### src/rtl/gpio_arbiter.sv
// Round-robin owner of the GPIO/LED pad bank: req/gnt handshake, optional
// max-hold preemption, one dead cycle between owners, registered pad drive.
module gpio_arbiter #(
  parameter int                   NUM_REQ    = 4,
  parameter int                   NUM_BITS   = 8,
  parameter int                   MAX_HOLD   = 256,
  parameter logic [NUM_BITS-1:0]  IDLE_VALUE = {NUM_BITS{1'b0}},
  localparam int                  OW         = (NUM_REQ > 1) ? $clog2(NUM_REQ) : 1,
  localparam int                  HW         = (MAX_HOLD > 0) ? $clog2(MAX_HOLD + 1) : 1
) (
  input  logic                         clk,
  input  logic                         rst,
  input  logic [NUM_REQ-1:0]           req,
  input  logic [NUM_REQ*NUM_BITS-1:0]  wdata,
  output logic [NUM_REQ-1:0]           gnt,
  output logic [OW-1:0]                owner,
  output logic                         busy,
  output logic                         preempt,
  output logic [NUM_BITS-1:0]          gpio
);

  typedef enum logic [1:0] {
    S_IDLE,
    S_GRANT,
    S_SWITCH
  } state_e;

  // The counter parks one below MAX_HOLD, so an owner that has already used
  // its quota while alone is revoked as soon as a competitor shows up.
  localparam int             HOLD_SAT_I = (MAX_HOLD > 0) ? (MAX_HOLD - 1) : ((2 ** HW) - 1);
  localparam logic [HW-1:0]  HOLD_SAT   = HW'(HOLD_SAT_I);

  state_e                state_q,   state_d;
  logic [NUM_REQ-1:0]    gnt_q,     gnt_d;
  logic [OW-1:0]         owner_q,   owner_d;
  logic                  busy_q,    busy_d;
  logic                  preempt_q, preempt_d;
  logic [NUM_BITS-1:0]   gpio_q,    gpio_d;
  logic [HW-1:0]         holdCnt_q, holdCnt_d;

  int                    base;
  int                    cand;
  logic [NUM_REQ-1:0]    reqRot;
  logic                  winValid;
  logic [OW-1:0]         winIdx;
  logic [NUM_REQ-1:0]    winOneHot;
  logic [NUM_REQ-1:0]    ownerOneHot;
  logic                  othersReq;
  logic                  ownerReq;
  logic [NUM_BITS-1:0]   ownerData;
  logic [HW-1:0]         holdNext;
  logic                  preemptHit;

  // Rotate req so bit 0 is the requester just after the owner; the owner
  // itself lands in the top bit and is therefore the last candidate.
  always_comb begin
    base = int'(owner_q) + 1;
    if (base >= NUM_REQ) begin
      base = 0;
    end
    reqRot   = NUM_REQ'({req, req} >> base);
    winValid = 1'b0;
    cand     = 0;
    for (int j = 0; j < NUM_REQ; j++) begin
      if (!winValid && reqRot[j]) begin
        winValid = 1'b1;
        cand     = base + j;
      end
    end
    if (cand >= NUM_REQ) begin
      cand = cand - NUM_REQ;
    end
    winIdx    = OW'(cand);
    winOneHot = NUM_REQ'(1) << winIdx;
  end

  assign ownerOneHot = NUM_REQ'(1) << owner_q;
  assign othersReq   = |(req & ~ownerOneHot);
  assign ownerReq    = |(req & ownerOneHot);
  assign ownerData   = wdata[owner_q*NUM_BITS +: NUM_BITS];
  assign holdNext    = (holdCnt_q == HOLD_SAT) ? holdCnt_q : holdCnt_q + HW'(1);
  assign preemptHit  = (MAX_HOLD != 0) && (holdCnt_q == HOLD_SAT) && othersReq;

  always_comb begin
    state_d   = state_q;
    gnt_d     = '0;
    owner_d   = owner_q;
    busy_d    = 1'b0;
    preempt_d = 1'b0;
    gpio_d    = gpio_q;
    holdCnt_d = holdCnt_q;
    unique case (state_q)
      S_IDLE: begin
        gpio_d = IDLE_VALUE;
        if (winValid) begin
          owner_d   = winIdx;
          gnt_d     = winOneHot;
          busy_d    = 1'b1;
          holdCnt_d = '0;
          state_d   = S_GRANT;
        end
      end
      S_GRANT: begin
        if (ownerReq) begin
          gpio_d    = ownerData;
          holdCnt_d = holdNext;
          if (preemptHit) begin
            preempt_d = 1'b1;
            state_d   = S_SWITCH;
          end else begin
            gnt_d  = gnt_q;
            busy_d = 1'b1;
          end
        end else begin
          state_d = S_SWITCH;
        end
      end
      S_SWITCH: begin
        if (winValid) begin
          owner_d   = winIdx;
          gnt_d     = winOneHot;
          busy_d    = 1'b1;
          holdCnt_d = '0;
          state_d   = S_GRANT;
        end else begin
          state_d = S_IDLE;
        end
      end
      default: begin
        state_d = S_IDLE;
      end
    endcase
  end

  // Owner resets to the last index so requester 0 wins the first arbitration.
  always_ff @(posedge clk) begin
    if (rst) begin
      state_q   <= S_IDLE;
      gnt_q     <= '0;
      owner_q   <= OW'(NUM_REQ - 1);
      busy_q    <= 1'b0;
      preempt_q <= 1'b0;
      gpio_q    <= IDLE_VALUE;
      holdCnt_q <= '0;
    end else begin
      state_q   <= state_d;
      gnt_q     <= gnt_d;
      owner_q   <= owner_d;
      busy_q    <= busy_d;
      preempt_q <= preempt_d;
      gpio_q    <= gpio_d;
      holdCnt_q <= holdCnt_d;
    end
  end

  assign gnt     = gnt_q;
  assign owner   = owner_q;
  assign busy    = busy_q;
  assign preempt = preempt_q;
  assign gpio    = gpio_q;

endmodule

### config.mk
export PLATFORM = sky130hd
export DESIGN_NAME = gpio_arbiter
export DESIGN_NICKNAME = d
export VERILOG_FILES = /design/src/rtl/gpio_arbiter.sv
export SDC_FILE = /design/constraint.sdc
export NUM_CORES = 1
export LEC_CHECK = 0
export BUFFER_PORTS_ARGS = -buffer_cell sky130_fd_sc_hd__buf_2
export CORE_MARGIN = 2
export CORE_UTILIZATION = 35
export DETAILED_ROUTE_END_ITERATION = 7
export GPL_TIMING_DRIVEN = 0
export MAX_ROUTING_LAYER = met4
export PLACE_DENSITY_LB_ADDON = 0.3
export SLEW_MARGIN = 0
export SYNTH_ARGS = -nofsm -noshare
export SYNTH_HDL_FRONTEND = slang
export SYNTH_SLANG_ARGS = --single-unit
### constraint.sdc
create_clock -name clk -period 6.45 [get_ports clk]
set_input_delay 0.645 -clock clk [delete_from_list [all_inputs] [get_ports clk]]
set_output_delay 0.645 -clock clk [all_outputs]
set_load 0.01 [all_outputs]
==> impl_metrics.toml <==
[synth]
syn_area_mm2 = 0.00143
synthesis.instances = 148
netlist.top_cell.by_area = "dfxtp_1"
syn-mean-instance-area_um2 = 9.65
yosys.area.top_type_share_pct = 37.9
top_cells_by_area_in_the_synthesized_netlist = "dfxtp_1 38%, mux4_2 13%, nor2_1 6.6%"
main_synth_ff_type = "dfxtp_1"
mappedNetlistNets = 192
number_of_synthesized_flops_with_an_enable_pin = 0
synth.distinct_cells = 37
seq_area_frac_synth_pct = 37.9
yosys_warnings = 0
synth_async_sr_flop_share_pct = 0
ff_latch_count_synth = 27

[placement]
dpl_worst_slack_ns = 3.98
placedInstanceArea_mm2 = 0.00176
buffer_ports.inserted = 53
routabilityCongestion = 0.812
detailedPlacementHpwl_mm = 2.48

[run_status]
status = "complete, no violations"

[clocking]
path_clk_slew_ns = 0.10
numClockSinks = 27
cts_setup_buffers = 0
insertion_delay_ns = 0.28
cts_resized = 0
postCtsHoldBufs = 0
clock_tree.root_cell = "clkbuf_8"
cts_max_path_buffers = 2
h-tree-depth = 1
tritoncts.num_buffers = 3
clock_tree_from_tritoncts = "yes"

[critical_path]
worst_r2r_path_depth = 9
path_class = "flop to flop"
worst-path-max-fanout = 10
timing.critical_path.from_type = "flop"
required_time_at_the_endpoint_of_the_critical_path_ns = 6.61
worstSetupEndpointType = "flop"
data_arrival_time_of_the_critical_path_ns = 2.63

[route]
antenna_violating_nets_post_route = 0
drt-initial-drc-count = 30
detail_route.vias_per_cell = 5.11
wl_per_cell_um = 12.2
route.detailed.drc = 0
route.final.wire_length_mm = 3.12
number_of_optimization_iterations_in_the_first_detailed_route_pass = 4
via_count = 1304

[pwr]
post-layout-total-power_mw = 0.414
power.density_cell_area_mw_per_mm2 = 229
ir_drop_mv = 0.161
p_leak_nw = 0.818

[timing]
final.setup_skew_ns = 0.0103
post-route-worst-setup-slack_ns = 3.98
slew_violations = 0
timing.final.hold_violations = 0
hold_slack_ns = 0.513
setup_viol = 0
finalWorstPathRequiredPeriod_ns = 2.47
final_clock_period_utilization_by_the_worst_path_pct = 38.2
fin_setup_tns_ns = 0
max_clock_freq_mhz = 405
grt_setup_unrepaired = "false"
worst_slew_pin_slew_ns = 0.536
worst_slew_margin_rel_pct = 63.8

[global_routing]
grtUsageTotal_pct = 15.0
grt_antenna_before_repair = 0
overflow = 0
global_route_wire_length_before_repair_mm = 5.10
number_of_global_route_vias_before_repair = 1120
largest_net_degree_at_the_start_of_global_routing = 18

[finish]
fill_cell_instance_count_of_the_final_layout = 404
nNetsFinal = 250
p_r_area_growth_vs_syn_pct = 26.5
drive_gt1_share_pct = 36.1
antenna_cells_inserted = 0
finish.instance_area_mm2 = 0.00181

[die]
coreArea_mm2 = 0.00397
floorplan.die.width_um = 67.9
design.portCount = 54
start_util_pct = 35.9
design.die.area_mm2 = 0.00461
placement_rows = 23
die_y_um = 67.9

[worst_hold_path]
min-delay-path-class = "flop to flop"
min_delay_path_depth = 2

[job]
drv.max_cap_violation_count = 0
path summary, 6_finish.rpt:
path	start	endpoint	slack, ns
worst max register to register	owner[1]	gnt[3]	3.98
worst max-delay path	owner[1]	gnt[3]	3.98
worst min-delay path	holdCnt_q[1]	holdCnt_q[1]	0.51
worst min register to register	holdCnt_q[1]	holdCnt_q[1]	0.51
cells in the final DEF (no fill, tap or decap), drive strengths merged, types with 4 or more instances in the layout:
cell type	netlist	final
a22oi	12	12
buf	3	56
nor2	26	26
ha	6	6
inv	8	9
dfxtp	27	27
and3	4	4
mux4	8	8
xor2	6	6
a21oi	5	5
nor2b	4	4
clkbuf	3	6
o21ai	4	4
nand2	4	4
critical path: stages (launching register included):
cell	delay, ns
dfxtp_1	0.40
clkbuf_1	0.43
inv_1	0.16
ha_1	0.23
a22oi_1	0.36
a21oi_2	0.22
and2_1	0.19
buf_2	0.15
a32oi_1	0.15
nor2_1	0.06
synth_stat cells, types with 3 or more instances:
cell type	instances
inv_1	8
dfxtp_1	27
and3_1	4
o211ai_1	3
nor2_1	25
xor2_1	6
o21ai_0	4
ha_1	6
nand2_1	4
nor2b_1	4
mux4_2	8
and2_1	3
a22oi_1	11
a21oi_1	4
clkbuf_1	3
sequential cells by signal, summed over array words and instances, names as in the netlist:
signal	cells
holdCnt_q	9
preempt	1
state_q	2
gnt	4
owner	2
busy	1
gpio	8
report_power, final:
part / leakage [nW] / total (mW) / switching [mW] / internal (mW)
Clock: 0.0261 / 0.101 / 0.0555 / 0.0454
Sequential: 0.220 / 0.185 / 0.00747 / 0.178
Combinational: 0.573 / 0.128 / 0.0666 / 0.0612
Total: 0.818 / 0.414 / 0.130 / 0.284
final cells by class:
| class | count | area [um2] | share of cell area [%] |
|---|---|---|---|
| Clock inverter | 1 | 8.76 | 0.485 |
| Inverter | 8 | 30.0 | 1.66 |
| Timing Repair Buffer | 53 | 265 | 14.7 |
| Tap cell | 50 | 62.6 | 3.47 |
| Sequential cell | 27 | 541 | 29.9 |
| Multi-Input combinational cell | 107 | 825 | 45.7 |
| Buffer | 6 | 32.5 | 1.80 |
| Clock buffer | 3 | 41.3 | 2.29 |
stage by stage:
stage / util [%] / cells
global placement: 44.2 / 251
detailed placement: 44.2 / 251
global route: 45.5 / 255
CTS: 45.5 / 255
floorplan: - / 148
finish: 45.5 / 255
routing by layer:
metal | GRT usage [%] | vias to the layer above | share of wire [%]
met4 | 3.00 | 0 | 0.64
met5 | - | - | 0
met2 | 22.5 | 38 | 48
met1 | 19.7 | 604 | 45
li1 | - | 658 | -
met3 | 5.43 | 4 | 6.3
kinds of logic (layout without fill, tap and decap cells):
| group | Yosys count | count (layout) | share of synthesized area, % |
|---|---|---|---|
| AND/OR/NAND/NOR | 52 | 52 | 17.6 |
| AO/OA/AOI/OAI | 34 | 34 | 17.9 |
| XOR/XNOR | 6 | 6 | 3.68 |
| adder cells (fa/ha/maj) | 6 | 6 | 5.26 |
| multiplexers | 9 | 9 | 13.3 |
| buffers and inverters | 14 | 71 | 4.38 |
| flip-flops | 27 | 27 | 37.9 |
Power figures use the tool's default switching activity.
